--- config.mk ---
export PLATFORM = sky130hd
export DESIGN_NAME = write_grant_scheduler
export DESIGN_NICKNAME = d
export VERILOG_FILES = /design/src/rtl/write_grant_scheduler_pkg.sv /design/src/rtl/write_grant_scheduler_rr_pick.sv /design/src/rtl/write_grant_scheduler.sv
export SDC_FILE = /design/constraint.sdc
export NUM_CORES = 1
export LEC_CHECK = 0
export CORE_UTILIZATION = 50
export DETAILED_ROUTE_END_ITERATION = 7
export GPL_ROUTABILITY_DRIVEN = 0
export PLACE_DENSITY_LB_ADDON = 0.12
export SYNTH_ARGS = -nofsm -noshare
export SYNTH_HDL_FRONTEND = slang
export SYNTH_SLANG_ARGS = --single-unit
--- constraint.sdc ---
create_clock -name clk -period 49.6 [get_ports clk]
set_clock_uncertainty 0.15 [all_clocks]
set_input_delay 9.92 -clock clk [delete_from_list [all_inputs] [get_ports clk]]
set_output_delay 9.92 -clock clk [all_outputs]
set_load 0.03 [all_outputs]
--- src/rtl/write_grant_scheduler_pkg.sv ---
// rtl/write_grant_scheduler_pkg.sv - shared sizes, FSM encoding and priority unpack helper
package write_grant_scheduler_pkg;

  localparam int NUM_PORTS = 16;
  localparam int PORT_W    = 4;
  localparam int PRIO_W    = 3;
  localparam int CREDIT_W  = 4;

  typedef enum logic {
    ST_IDLE = 1'b0,
    ST_HOLD = 1'b1
  } state_t;

  function automatic logic [PRIO_W-1:0] unpack_prio(
    input logic [NUM_PORTS*PRIO_W-1:0] packed_prio,
    input int                          port
  );
    return packed_prio[port*PRIO_W +: PRIO_W];
  endfunction

endpackage

--- src/rtl/write_grant_scheduler_rr_pick.sv ---
// rtl/write_grant_scheduler_rr_pick.sv - rotating priority encoder: first set bit at or after ptr
module write_grant_scheduler_rr_pick
  import write_grant_scheduler_pkg::*;
(
  input  logic [NUM_PORTS-1:0] vec,
  input  logic [PORT_W-1:0]    ptr,
  output logic                 found,
  output logic [PORT_W-1:0]    idx
);

  always_comb begin
    found = 1'b0;
    idx   = '0;
    // Candidate index wraps naturally through the 4-bit sum.
    for (int k = 0; k < NUM_PORTS; k++) begin
      if (!found && vec[ptr + PORT_W'(k)]) begin
        found = 1'b1;
        idx   = ptr + PORT_W'(k);
      end
    end
  end

endmodule

--- src/rtl/write_grant_scheduler.sv ---
// rtl/write_grant_scheduler.sv - packet-granular SP/WRR grant of the shared SRAM write datapath
module write_grant_scheduler
  import write_grant_scheduler_pkg::*;
(
  input  logic                        clk,
  input  logic                        rst,
  input  logic                        sp0_wrr1,
  input  logic [NUM_PORTS-1:0]        req,
  input  logic [NUM_PORTS*PRIO_W-1:0] priority_in,
  input  logic                        done,
  output logic                        grant_valid,
  output logic [PORT_W-1:0]           grant_port,
  output logic [NUM_PORTS-1:0]        grant_onehot,
  output logic                        busy
);

  state_t               state;
  logic [CREDIT_W-1:0]  credit [NUM_PORTS];
  logic [PORT_W-1:0]    rr_ptr;

  logic [PRIO_W-1:0]    prio [NUM_PORTS];
  logic [PRIO_W-1:0]    max_prio;
  logic [NUM_PORTS-1:0] max_mask;
  logic [NUM_PORTS-1:0] eligible;
  logic [NUM_PORTS-1:0] wrr_vec;
  logic                 reload;
  logic [CREDIT_W-1:0]  credit_base [NUM_PORTS];
  logic [CREDIT_W-1:0]  win_credit;

  logic                 sp_found, wrr_found, arb_go;
  logic [PORT_W-1:0]    sp_idx, wrr_idx, win_idx;

  always_comb begin
    max_prio = '0;
    for (int i = 0; i < NUM_PORTS; i++) begin
      prio[i] = unpack_prio(priority_in, i);
      if (req[i] && (prio[i] > max_prio)) max_prio = prio[i];
    end
    for (int i = 0; i < NUM_PORTS; i++) begin
      max_mask[i] = req[i] && (prio[i] == max_prio);
      eligible[i] = req[i] && (credit[i] != '0);
    end
  end

  // An exhausted round reloads every weight in the same cycle it is arbitrated.
  always_comb begin
    reload  = (eligible == '0);
    wrr_vec = reload ? req : eligible;
    for (int i = 0; i < NUM_PORTS; i++) begin
      credit_base[i] = reload ? (CREDIT_W'(prio[i]) + CREDIT_W'(1)) : credit[i];
    end
  end

  write_grant_scheduler_rr_pick u_sp_pick (
    .vec   (max_mask),
    .ptr   ('0),
    .found (sp_found),
    .idx   (sp_idx)
  );

  write_grant_scheduler_rr_pick u_wrr_pick (
    .vec   (wrr_vec),
    .ptr   (rr_ptr),
    .found (wrr_found),
    .idx   (wrr_idx)
  );

  assign win_credit = credit_base[wrr_idx] - CREDIT_W'(1);
  assign arb_go     = sp0_wrr1 ? wrr_found : sp_found;
  assign win_idx    = sp0_wrr1 ? wrr_idx : sp_idx;
  assign busy       = grant_valid;

  always_ff @(posedge clk) begin
    if (!rst) begin
      state        <= ST_IDLE;
      grant_valid  <= 1'b0;
      grant_port   <= '0;
      grant_onehot <= '0;
      rr_ptr       <= '0;
      for (int i = 0; i < NUM_PORTS; i++) credit[i] <= '0;
    end else begin
      case (state)
        ST_IDLE: begin
          if (arb_go) begin
            state        <= ST_HOLD;
            grant_valid  <= 1'b1;
            grant_port   <= win_idx;
            grant_onehot <= {{(NUM_PORTS-1){1'b0}}, 1'b1} << win_idx;
            if (sp0_wrr1) begin
              for (int i = 0; i < NUM_PORTS; i++) credit[i] <= credit_base[i];
              credit[wrr_idx] <= win_credit;
              rr_ptr <= (win_credit != '0) ? wrr_idx : (wrr_idx + PORT_W'(1));
            end
          end
        end
        ST_HOLD: begin
          if (done) begin
            state        <= ST_IDLE;
            grant_valid  <= 1'b0;
            grant_onehot <= '0;
          end
        end
        default: state <= ST_IDLE;
      endcase
    end
  end

endmodule

Word level (Yosys, flattened, before mapping)
Memories as Yosys holds them, arrays and structs flattened.
Index checks and enable logic that the tools add are counted.
{"block": "op_classes", "n_addsub": 33, "magnitude_cmp": 33, "n_eq_ne": 18, "shift": 1, "mux": 165, "bitwise": 18, "n_reduce_logical": 129}
{"operator": "4-bit 2-to-1 mux", "n": 60}
{"operator": "4-bit by 5-bit < comparator with 1-bit output, second input constant", "n": 16}
{"operator": "1-bit logical AND", "n": 78}
{"operator": "4-bit nonzero test", "n": 17}
{"operator": "3-bit by 1-bit adder with 4-bit output, second input constant", "n": 16}
{"operator": "1-bit binary-select mux with 4-bit select", "n": 16}
{"operator": "1-bit 2-to-1 mux", "n": 60}
{"operator": "3-bit 2-to-1 mux", "n": 20}
{"operator": "3-bit equality test", "n": 16}
{"operator": "16-bit 2-to-1 mux", "n": 3}
{"operator": "3-bit greater-than comparator", "n": 15}
{"operator": "4-bit adder, second input constant", "n": 8}
{"operator": "16-bit one-hot mux with 2 select lines", "n": 1}
{"operator": "1-bit zero test", "n": 30}
{"operator": "4-bit by 3-bit adder with 4-bit output, second input constant", "n": 4}
{"operator": "4-bit binary-select mux with 4-bit select", "n": 1}
{"operator": "16-bit zero test", "n": 1}
{"operator": "1-bit OR", "n": 16}
{"operator": "1-bit by 4-bit << shifter with 16-bit output, first input constant", "n": 1}
{"operator": "4-bit by 1-bit adder with 4-bit output, second input constant", "n": 2}
{"operator": "4-bit by 2-bit adder with 4-bit output, second input constant", "n": 2}
{"operator": "5-bit greater-or-equal comparator, second input constant", "n": 1}
{"operator": "4-bit NOT with 5-bit output", "n": 1}
{"operator": "2-bit 2-to-1 mux", "n": 2}
{"operator": "other kinds (7)", "n": 10}
{"block": "word_totals", "ff_bits": 26, "ram_bits": 64, "in_bits": 68, "word_cells": 403, "mem_count": 1}
{"memory": "credit", "depth": 16, "width": 4, "read_ports": 16, "rd_ports_with_merged_regs": 0, "wr": 17, "line_no": "write_grant_scheduler.sv:18", "source": "logic [CREDIT_W-1:0] credit [NUM_PORTS];"}

Depth between registers and ports, before layout
Gate-level depths: netlist of run 1.
{"block": "logic_depth", "word_depth": 102, "mapped_depth": 118, "depth_no_buf": 114}

By module
From an unflattened synthesis of run 1, not the netlist that was laid out.
{"block": "unflattened", "cells_unflattened": 1600, "area_unflattened_um2": 13928.4}
{"mod": "write_grant_scheduler", "n_inst": 1, "cells_per_inst": 1040, "area_each_um2": 8983.6}
{"mod": "write_grant_scheduler_rr_pick", "n_inst": 2, "cells_per_inst": 280, "area_each_um2": 2472.4}

Worst setup path after synthesis of run 1
OpenSTA, ideal clock, no wires.
{"block": "synth_path", "path_type": "input-to-reg", "start": "in priority_in[0]", "end": "reg grant_onehot[2]", "setup_ps": 69, "arrival_ps": 31234, "required_ps": 49381, "path_slack_ps": 18147, "stages": 108, "path_cell_list": "inv_1 -> ha_1 -> nand2b_1 -> nand3_1 -> ha_1 -> a31oi_1 -> and2_1 -> mux2_2 -> ha_1 -> o32ai_1 -> o2111ai_1 -> a21oi_1 -> nor2_1 -> ha_1 -> nor2_1 -> a2111oi_0 -> nor4_1 -> o31ai_1 -> (+72 left out) -> mux2i_1 -> ha_1 -> a311oi_1 -> o21a_1 -> clkbuf_1 -> buf_2 -> xnor2_1 -> a211oi_1 -> nor3b_1 -> mux2i_1 -> a21oi_1 -> nand3_1 -> and4_1 -> or4_1 -> a221oi_1 -> o22ai_1 -> or3_1 -> o21ai_1"}
{"block": "synth_between", "elab_chain_len": 100}
{"item": "from (decl)", "line_no": "write_grant_scheduler.sv:9", "source": "input logic [NUM_PORTS*PRIO_W-1:0] priority_in,"}
{"item": "3-bit by 1-bit greater-than comparator with 1-bit output", "line_no": "write_grant_scheduler.sv:37", "source": "if (req[i] && (prio[i] > max_prio)) max_prio = prio[i];"}
{"item": "1-bit logical AND", "line_no": "write_grant_scheduler.sv:37"}
{"item": "3-bit 2-to-1 mux", "line_no": "write_grant_scheduler.sv:37"}
{"item": "3-bit greater-than comparator", "line_no": "write_grant_scheduler.sv:37"}
{"item": "1-bit logical AND", "line_no": "write_grant_scheduler.sv:37"}
{"item": "3-bit 2-to-1 mux", "line_no": "write_grant_scheduler.sv:37"}
{"item": "3-bit greater-than comparator", "line_no": "write_grant_scheduler.sv:37"}
{"item": "1-bit logical AND", "line_no": "write_grant_scheduler.sv:37"}
{"item": "(+84 left out)"}
{"item": "1-bit 2-to-1 mux", "line_no": "write_grant_scheduler_rr_pick.sv:16", "source": "if (!found && vec[ptr + PORT_W'(k)]) begin"}
{"item": "1-bit zero test", "line_no": "write_grant_scheduler_rr_pick.sv:16"}
{"item": "1-bit logical AND", "line_no": "write_grant_scheduler_rr_pick.sv:16"}
{"item": "4-bit 2-to-1 mux", "line_no": "write_grant_scheduler_rr_pick.sv:16"}
{"item": "4-bit 2-to-1 mux", "line_no": "write_grant_scheduler.sv:70", "source": "assign win_idx = sp0_wrr1 ? wrr_idx : sp_idx;"}
{"item": "1-bit by 4-bit << shifter with 16-bit output", "line_no": "write_grant_scheduler.sv:88", "source": "grant_onehot <= {{(NUM_PORTS-1){1'b0}}, 1'b1} << win_idx;"}
{"item": "16-bit 2-to-1 mux", "line_no": "write_grant_scheduler.sv:84", "source": "if (arb_go) begin"}
{"item": "16-bit one-hot mux with 2 select lines", "line_no": "write_grant_scheduler.sv:82", "source": "case (state)"}
{"item": "to (signal assigned)", "line_no": "write_grant_scheduler.sv:88"}
{"item": "to (decl)", "line_no": "write_grant_scheduler.sv:13", "source": "output logic [NUM_PORTS-1:0] grant_onehot,"}
Parallel ways exist; a longest one is shown, timed or not. The select of a mux whose other input is x is not followed.
A chain may end at the register's enable or synchronous reset.

Worst setup path in the final report of run 1
{"block": "layout_path", "start": "in priority_in[0]", "end": "reg grant_onehot[14]"}
Same word-level chain as after synthesis.

==> impl_metrics.csv, run 1 <==
group,metric,value,unit
setup_path,crit_slowest_cell,"mux2i_1",
cells_and_area,register_area,0.002442,mm²
route,finalWirelength,47110,µm
die,start_util,51.43,%
setup_path,startpoint_type,"primary input",
yosys,ys_types,99,
yosys,syn-num-nets,1787,
yosys,synthMuxAreaShare,12.52,%
route,avgRoutedWirePerCell,23.40,µm
die,io_pins,90,
timing,period_minus_slack,35720,ps
power,power.density,78.61,mW/mm²
outcome,outcome,"completed",
die,dieHeight,161.1,µm
setup_path,cp.arrival,35890,ps
timing,finalSetupViolCount,0,
route,drc_errors,0,
yosys,synth_xor_area_share,4.074,%
setup_path,critPathTopFamily,"compound AO/OA/AOI/OAI gates",
timing,hold_viol_final,0,
grt,grt_usage,35.85,%
yosys,syn_inst,1668,
timing,holdWs,306.2,ps
timing,rsz0062_at_grt,"false",
cells_and_area,drive_gt1_share,7.401,%
timing,maxSlewHeadroom,13.92,%
clocking,post_cts_buffers,0,
cells_and_area,final_cell_mix,"nand2_1 (246), nor2_1 (143), a21oi_1 (110), clkdlybuf4s50_1 (89), mux2i_1 (77)",
timing,fin_setup_tns,0,ps
min_path,worstHoldStart,"grant_onehot[4]",
yosys,ys.flop_type,"edfxtp_1",
cells_and_area,diodes,0,
yosys,synthAdderAreaFrac,5.280,%
die,die-area,0.02595,mm²
cells_and_area,area_delta_synth_final,10.18,%
clocking,cts_buffer_depth,2,
timing,maxSlewViolCount,0,
timing,worst_pin_slew,1285,ps
grt,grt_antenna_before_repair,0,
clocking,clk-insertion-delay-late,370,ps
cells_and_area,multiInputGateArea,0.009522,mm²
timing,fin_crit_sh,72.02,%
clocking,cts_tree,"built",
route,ant_nets,0,
setup_path,crit_top_cell,"ha_1",
clocking,cts_resized,0,
route,vias,14030,
setup_path,crit_fanout,16,
grt,grt_max_degree,99,
setup_path,critPathKind,"primary input to flip-flop",
timing,setup_slack,13880,ps
clocking,numCtsBuffers,9,
power,peakVddDrop,0.1265,mV
clocking,clk_pin_slew,80,ps
flow_run,max_cap_violations,0,
clocking,htreeDepth,3,
cells_and_area,final_common_cell,"nand2_1",
route,dr.pass1.iters,6,
timing,fmax,27.99,MHz
power,power.total,0.001096,W
placement,place_ws,14150,ps
clocking,holdBufCountCts,0,
cells_and_area,fin_nets,1803,
route,first_iter_violations,1869,
cells_and_area,fill_cells,2354,
setup_path,crit_path_end_kind,"flip-flop",
yosys,ys_warn_count,0,
clocking,cts_sinks,90,
power,p_leak,5.186,nW
setup_path,cp-startpoint,"priority_in[0]",
setup_path,r2r_start,"credit[3][0]",
die,num_rows,57,
yosys,syn_avg_cell_area,7.586,µm²
die,die_w,161.1,µm
yosys,ys_ff_latch,90,
setup_path,required,49760,ps
min_path,worstHoldPathType,"flip-flop to flip-flop",
placement,port_buffers,89,
yosys,syn_area,0.01265,mm²
yosys,ys_async_sr_fraction,0,%
route,viasPerCell,6.971,
cells_and_area,layout.cells.non_filler,2013,
yosys,synth_edf_count,64,
yosys,seq_area_frac_synth,19.30,%
clocking,cts_root_buf,"clkbuf_16",
placement,hpwl,35710,µm
die,core_area,0.02460,mm²
setup_path,crit_buf_inv,3,
yosys,synth-compound-area-share,29.97,%
setup_path,critical-path-max-stage-delay,1020,ps
yosys,yosys.area_share.simple,23.27,%
grt,grt_pass1_vias,12930,
grt,grt_pass1_wl,72930,µm
grt,grt_overflow,0,
placement,dp_cells,1997,
yosys,synth_top_family_by_area,"compound AO/OA/AOI/OAI gates",
-- synthesized netlist by cell type (all sizes together) (23+ instances only) --
master  count  area (µm²)
a21oi     111       559.3
a31oi      24       156.4
nor3       36       180.2
buf        29       185.2
nand2     247       927.1
o31ai      41       307.8
mux2i      78       784.5
edfxtp     64        1922
mux4       23       518.0
inv        64       240.2
o21ai      93       484.2
a211oi     27       207.7
nand3      61       305.3
dfxtp      26       520.5
o22ai      24       150.1
a21o       30       225.2
xnor2      42       375.4
nor2      144       540.5
clkbuf     71       266.5
mux2       25       281.5
ha         51       638.1
o211ai     26       205.2
-- cells by family after synthesis --
family                     Yosys count
AOI/OAI and AO/OA                  540
xor gates and xnor gates            58
adders and majority gates           54
buffers and inverters              168
DFF                                 90
muxes                              126
and+or+nand+nor                    632
-- final cells by class --
class | instances | share of cell area (%)
flip-flops and latches | 90 | 17.52
inverters | 68 | 1.831
clock buffers | 9 | 1.615
multi-input cells | 1410 | 68.29
well taps | 324 | 2.908
clock inverters | 7 | 0.5833
repair buffers | 105 | 7.251
-- state kept, by name, indices dropped and copies added (netlist names) --
register / count
grant_port: 4
rr_ptr: 4
grant_onehot: 16
credit: 64
busy: 1
state: 1
-- through the flow --
stage               utilization, %  instance area (µm²)
CTS                          56.66                13940
global route                 56.66                13940
detailed placement           55.42                13640
floorplan                        -                12650
global placement             55.42                13640
finish                       56.66                13940
-- worst register-to-register path, stage by stage, from the launching register on --
cell and delay [ps]:
edfxtp_1 400, o41ai_1 1050, nand2_1 180, or4_1 990
o31a_1 510, mux2i_1 310, mux2i_1 150, mux4_2 570
and2_1 210, o211ai_2 200, nor4_1 150, or4_4 600
o21ai_4 130, buf_4 450, inv_2 440, a21oi_1 260
o21ai_1 150, nand3_1 170, o211ai_1 170, nand2_1 570
inv_1 340, ha_1 320, xnor2_1 720, buf_4 340
mux2i_1 110
-- worst paths after layout --
path,end,slack (ps),depth (start not counted)
worst max-delay path,grant_onehot[14],13880,104
worst min-delay path,grant_onehot[4],310,2
worst max register to register,credit[5][2],39710,24
worst min register to register,grant_onehot[4],310,2
-- power breakdown --
part | internal [W] | switching, W
sequential | 0.000106 | 0.0000149
combinational | 0.000278 | 0.000625
clock | 0.0000360 | 0.0000364
total | 0.000419 | 0.000677
-- metal layers --
metal	GRT usage (%)	up-vias	wire [µm]
met5	0	-	0
met4	16.04	0	2270
met3	7.807	150	5545
met2	54.17	949	20120
met1	48.81	6546	19180
li1	-	6388	-
(Power assumes the default switching activity.)
==> run 2, diff against run 1 <==
clock period = 37.4 ns   (was 49.6 ns; I/O delays follow)
==> run 2 against run 1 <==
Effect of this change: first-iteration DRC count shrank 8.5%; non-clock buffer count shrank 1; worst setup slack lost 9900 ps; sequential power grew 32%; final cell count is essentially flat; highest routed layer unchanged; count of clock-buffer cells in the layout is the same; largest cell class unchanged; critical endpoint unchanged; wire length shrank 0.24%.
==> impl_metrics.csv, run 2 (synthesis results as in run 1) <==
group,metric,value,unit
clocking,cts_sinks,90,
placement,dp_cells,1996,
cells_and_area,final_common_cell,"nand2_1",
die,start_util,51.43,%
route,dr.pass1.iters,5,
grt,grt_pass1_vias,12820,
setup_path,crit_path_end_kind,"flip-flop",
cells_and_area,drive_gt1_share,7.346,%
grt,grt_max_degree,99,
clocking,cts_buffer_depth,2,
die,die_w,161.1,µm
power,p_comb_share,82.4,%
grt,grt_usage,35.65,%
route,finalWirelength,47000,µm
power,p_sw_share,61.74,%
min_path,worstHoldPathType,"flip-flop to flip-flop",
timing,holdWs,298.3,ps
die,dieHeight,161.1,µm
setup_path,critPathKind,"primary input to flip-flop",
setup_path,startpoint_type,"primary input",
die,io_pins,90,
clocking,cts_resized,0,
die,num_rows,57,
setup_path,crit_top_cell,"ha_1",
timing,worst_pin_slew,1226,ps
cells_and_area,diodes,0,
die,die-area,0.02595,mm²
timing,maxSlewHeadroom,17.73,%
power,power.switching,0.0008964,W
clocking,post_cts_buffers,0,
placement,port_buffers,89,
timing,maxSlewViolCount,0,
route,viasPerCell,6.966,
flow_run,max_cap_violations,0,
timing,fmax,29.94,MHz
cells_and_area,top_register,"credit",
power,power_frac_seq,11.0,%
power,intPower,0.0005555,W
clocking,clk_pin_slew,80,ps
cells_and_area,layout.cells.non_filler,2012,
route,vias,14020,
placement,place_ws,4281,ps
setup_path,r2r_setup_slack,27460,ps
cells_and_area,final_util,56.63,%
timing,fin_crit_sh,89.30,%
timing,finalSetupViolCount,0,
setup_path,cp-startpoint,"priority_in[0]",
setup_path,critical-path-max-stage-delay,990,ps
setup_path,r2r_cells,23,
power,pwr-share-clk,6.6,%
clocking,holdBufCountCts,0,
power,power.density,104.2,mW/mm²
grt,grt_antenna_before_repair,0,
cells_and_area,area_delta_synth_final,10.13,%
timing,hold_viol_final,0,
setup_path,crit_fanout,16,
setup_path,required,37560,ps
setup_path,r2r-end,"credit[5][2]",
clocking,htreeDepth,3,
route,avgRoutedWirePerCell,23.36,µm
setup_path,r2r_start,"credit[3][0]",
clocking,clk-insertion-delay-late,370,ps
timing,setup_slack,4001,ps
cells_and_area,largest_reg_flops,64,
grt,grt_overflow,0,
timing,fin_setup_tns,0,ps
power,p_leak,5.180,nW
setup_path,crit_slowest_cell,"a311oi_1",
grt,grt_pass1_wl,72260,µm
route,ant_nets,0,
cells_and_area,final_cell_mix,"nand2_1 (246), nor2_1 (143), a21oi_1 (110), clkdlybuf4s50_1 (89), mux2i_1 (77)",
route,drc_errors,0,
route,first_iter_violations,1711,
cells_and_area,reg.largest.list,"credit (64), grant_onehot (16)",
placement,hpwl,35790,µm
timing,rsz0062_at_grt,"false",
cells_and_area,fin_nets,1802,
timing,period_minus_slack,33400,ps
die,core_area,0.02460,mm²
clocking,numCtsBuffers,9,
setup_path,cp-endpoint,"grant_onehot[14]",
clocking,cts_tree,"built",
outcome,outcome,"completed",
power,peakVddDrop,0.1556,mV
clocking,cts_root_buf,"clkbuf_16",
setup_path,cp.arrival,33560,ps
-- run 2: cell count changes in the layout (fill, tap and decap cells not counted), sizes merged --
cell / before / now
buf: 16 / 15
-- run 2: critical path: cells and delay by family --
family / cells / cell delay, ps
simple gates: 31 / 6090
mux: 5 / 2450
buf+inv: 3 / 920
compound gates: 47 / 11710
fa+ha+maj: 18 / 4880
-- run 2: through the flow --
stage	instance area (µm²)	power, W
after floorplan	12650	0.0009659
after detailed placement	13630	0.001306
after global placement	13630	0.001290
after global routing	13930	0.001519
final	13930	0.001452
after CTS	13930	0.001407
-- run 2: how the worst min path moves through the flow --
stage	startpoint	end	slack (ps)	cells past startpoint
finish	grant_onehot[6]	grant_onehot[6]	300	2
global route	grant_onehot[4]	grant_onehot[4]	320	2
CTS	grant_onehot[6]	grant_onehot[6]	300	2
detailed placement	grant_onehot[6]	grant_onehot[6]	290	2
global placement	grant_onehot[6]	grant_onehot[6]	290	2
floorplan	state	state	360	2
-- run 2: final cells by class --
type,count,area [µm²]
Clock buffer,9,225.2
Clock inverter,7,81.33
Fill cell,2350,10670
Inverter,68,255.2
Multi-Input combinational cell,1410,9522
Sequential cell,90,2442
Tap cell,324,405.4
Timing Repair Buffer,104,1003
-- run 2: power groups by stage --
stage / registers (W) / logic (W) / clock network (W)
floorplan: 0.000166 / 0.000800 / 0
global route: 0.000163 / 0.00126 / 0.0000996
global placement: 0.000161 / 0.00113 / 0
finish: 0.000160 / 0.00120 / 0.0000953
detailed placement: 0.000162 / 0.00114 / 0
CTS: 0.000160 / 0.00115 / 0.0000955
-- run 2: layer usage --
layer / part of all wire (%) / global-route usage (%)
met1: 41 / 47.80
met2: 43 / 53.37
met3: 12 / 9.656
met4: 4.7 / 15.82
met5: 0 / 0
==> run 3, diff against run 2 <==
REMOVE_ABC_BUFFERS = 1   (was default)
==> run 3 against run 2 <==
Effect of this change: sequential share of layout area is essentially flat; hold slack improved by 11 ps; highest routed layer unchanged; clock power rose by 5%; total power up 0.17%; global-route usage down 0.46 points; combinational power about the same; fmax increased by 1.4%; worst setup slack improved by 470 ps; first-iteration DRC count shrank 2.5%; critical path depth increased by 4; sequential power hardly changed; non-clock buffer count rose by 1.
==> impl_metrics.csv, run 3 (synthesis results as in run 1) <==
group,metric,value,unit
cells_and_area,fill_cells,2372,
power,p_sw_share,61.30,%
timing,fin_setup_tns,0,ps
cells_and_area,multiInputGateArea,0.009522,mm²
setup_path,crit_slowest_cell,"a311oi_1",
cells_and_area,drive_gt1_share,7.342,%
timing,period_minus_slack,32930,ps
power,p_leak,5.195,nW
setup_path,crit_buf_inv,4,
die,num_rows,57,
cells_and_area,largest_reg_flops,64,
route,vias,13890,
route,finalWirelength,46220,µm
timing,finalSetupViolCount,0,
timing,hold_viol_final,0,
outcome,outcome,"completed",
timing,maxSlewViolCount,0,
power,peakVddDrop,0.2356,mV
setup_path,r2r_start,"credit[3][0]",
clocking,holdBufCountCts,0,
die,die-area,0.02595,mm²
clocking,clk-insertion-delay-late,370,ps
setup_path,crit_cells,108,
setup_path,startpoint_type,"primary input",
setup_path,crit_fanout,16,
cells_and_area,final_cell_mix,"nand2_1 (246), nor2_1 (143), a21oi_1 (110), clkdlybuf4s50_1 (89), mux2i_1 (77)",
route,drc_errors,0,
grt,grt_antenna_before_repair,0,
power,pwr-share-clk,6.9,%
clocking,clk_pin_slew,70,ps
die,start_util,51.43,%
route,dr.pass1.iters,6,
timing,fmax,30.37,MHz
clocking,post_cts_buffers,0,
cells_and_area,diodes,0,
setup_path,r2r_cells,24,
grt,use_met2,55.31,%
setup_path,critPathKind,"primary input to flip-flop",
setup_path,critPathTopFamily,"compound AO/OA/AOI/OAI gates",
power,power.density,104.2,mW/mm²
die,core_area,0.02460,mm²
grt,grt_pass1_wl,71820,µm
setup_path,critical-path-max-stage-delay,1000,ps
clocking,cts_root_buf,"clkbuf_16",
route,ant_nets,0,
setup_path,required,37550,ps
power,power.switching,0.0008915,W
timing,worst_pin_slew,1270,ps
power,intPower,0.0005628,W
grt,grt_pass1_vias,12730,
clocking,htreeDepth,3,
grt,grt_usage,35.19,%
setup_path,cp.arrival,33090,ps
grt,grt-busiest-layer,"met2",
die,dieHeight,161.1,µm
clocking,cts_resized,0,
power,power.total,0.001454,W
flow_run,max_cap_violations,0,
setup_path,crit_path_end_kind,"flip-flop",
cells_and_area,fin_nets,1803,
power,power_frac_seq,11.0,%
placement,port_buffers,89,
cells_and_area,area_delta_synth_final,10.30,%
die,die_w,161.1,µm
min_path,min_delay_path_depth,2,
cells_and_area,reg.largest.list,"credit (64), grant_onehot (16)",
timing,fin_crit_sh,88.05,%
placement,hpwl,35360,µm
setup_path,cp-endpoint,"grant_onehot[8]",
setup_path,cp-startpoint,"priority_in[0]",
min_path,worstHoldPathType,"flip-flop to flip-flop",
grt,met1_usage,47.61,%
timing,rsz0062_at_grt,"false",
timing,maxSlewHeadroom,14.79,%
route,first_iter_violations,1668,
die,io_pins,90,
cells_and_area,final_common_cell,"nand2_1",
grt,met3_usage,6.959,%
cells_and_area,top_register,"credit",
grt,grt_max_degree,99,
cells_and_area,register_area,0.002442,mm²
clocking,cts_sinks,90,
setup_path,r2r_setup_slack,27550,ps
route,avgRoutedWirePerCell,22.96,µm
setup_path,crit_top_cell,"ha_1",
power,p_comb_share,82.1,%
route,viasPerCell,6.898,
clocking,cts_tree,"built",
setup_path,r2r-end,"credit[0][2]",
clocking,cts_buffer_depth,2,
clocking,numCtsBuffers,9,
grt,grt_overflow,0,
==> run 3: worst min path at each step <==
| stage | from | to |
|---|---|---|
| 2_1_floorplan | state | state |
| 3_3_place_gp | grant_onehot[0] | grant_onehot[0] |
| 3_5_place_dp | grant_onehot[5] | grant_onehot[5] |
| 4_1_cts | grant_onehot[0] | grant_onehot[0] |
| 5_1_grt | grant_onehot[0] | grant_onehot[0] |
| 6_report | grant_onehot[0] | grant_onehot[0] |
==> run 3: layout make-up <==
class,count,area share (%)
clock inverters,5,0.3317
flip-flops and latches,90,17.50
multi-input cells,1410,68.22
repair buffers,105,7.243
clock buffers,11,1.972
well taps,324,2.905
inverters,68,1.829
==> run 3: stage by stage <==
| step | hold WS (ps) | instances | cell area, µm² | worst slack (ps) | util [%] |
|---|---|---|---|---|---|
| 6_report | 309.0 | 2013 | 13960 | 4468 | 56.73 |
| 5_1_grt | 337.1 | 2013 | 13960 | 2482 | 56.73 |
| 4_1_cts | 315.0 | 2013 | 13960 | 4983 | 56.73 |
| 3_5_place_dp | 299.5 | 1997 | 13640 | 4658 | 55.42 |
| 3_3_place_gp | 297.5 | 1997 | 13640 | 5732 | 55.42 |
| 2_1_floorplan | 358.0 | 1568 | 12200 | 8296 | - |
==> run 3: power by group through the flow <==
stage	Clock, W	Sequential (W)	Combinational (W)
final	0.000100	0.000160	0.00119
after global routing	0.000103	0.000163	0.00126
after CTS	0.000100	0.000160	0.00114
after detailed placement	0	0.000162	0.00114
after global placement	0	0.000162	0.00112
after floorplan	0	0.000170	0.000740
==> run 3: worst reg2reg max path, stage by stage (launching register included) <==
cell and delay, ps:
edfxtp_1 410, o41ai_1 1040, nand2_1 180, or4_1 990, o31a_1 490, mux2i_1 340, mux2i_1 150, mux4_2 590
and2_1 210, o211ai_2 190, nor4_1 150, or4_4 590, o21ai_4 130, buf_4 460, inv_2 430, a21oi_1 230
o21ai_1 160, nand3_1 160, o211ai_1 170, nand2_1 570, inv_1 330, ha_1 310, xnor2_1 690, buf_4 340
mux2i_1 120
==> run 3: routing by layer <==
layer / wire length [µm] / part of all wire, %
met1: 18800 / 41
met2: 20630 / 45
met3: 5172 / 11
met4: 1615 / 3.5
met5: 0 / 0
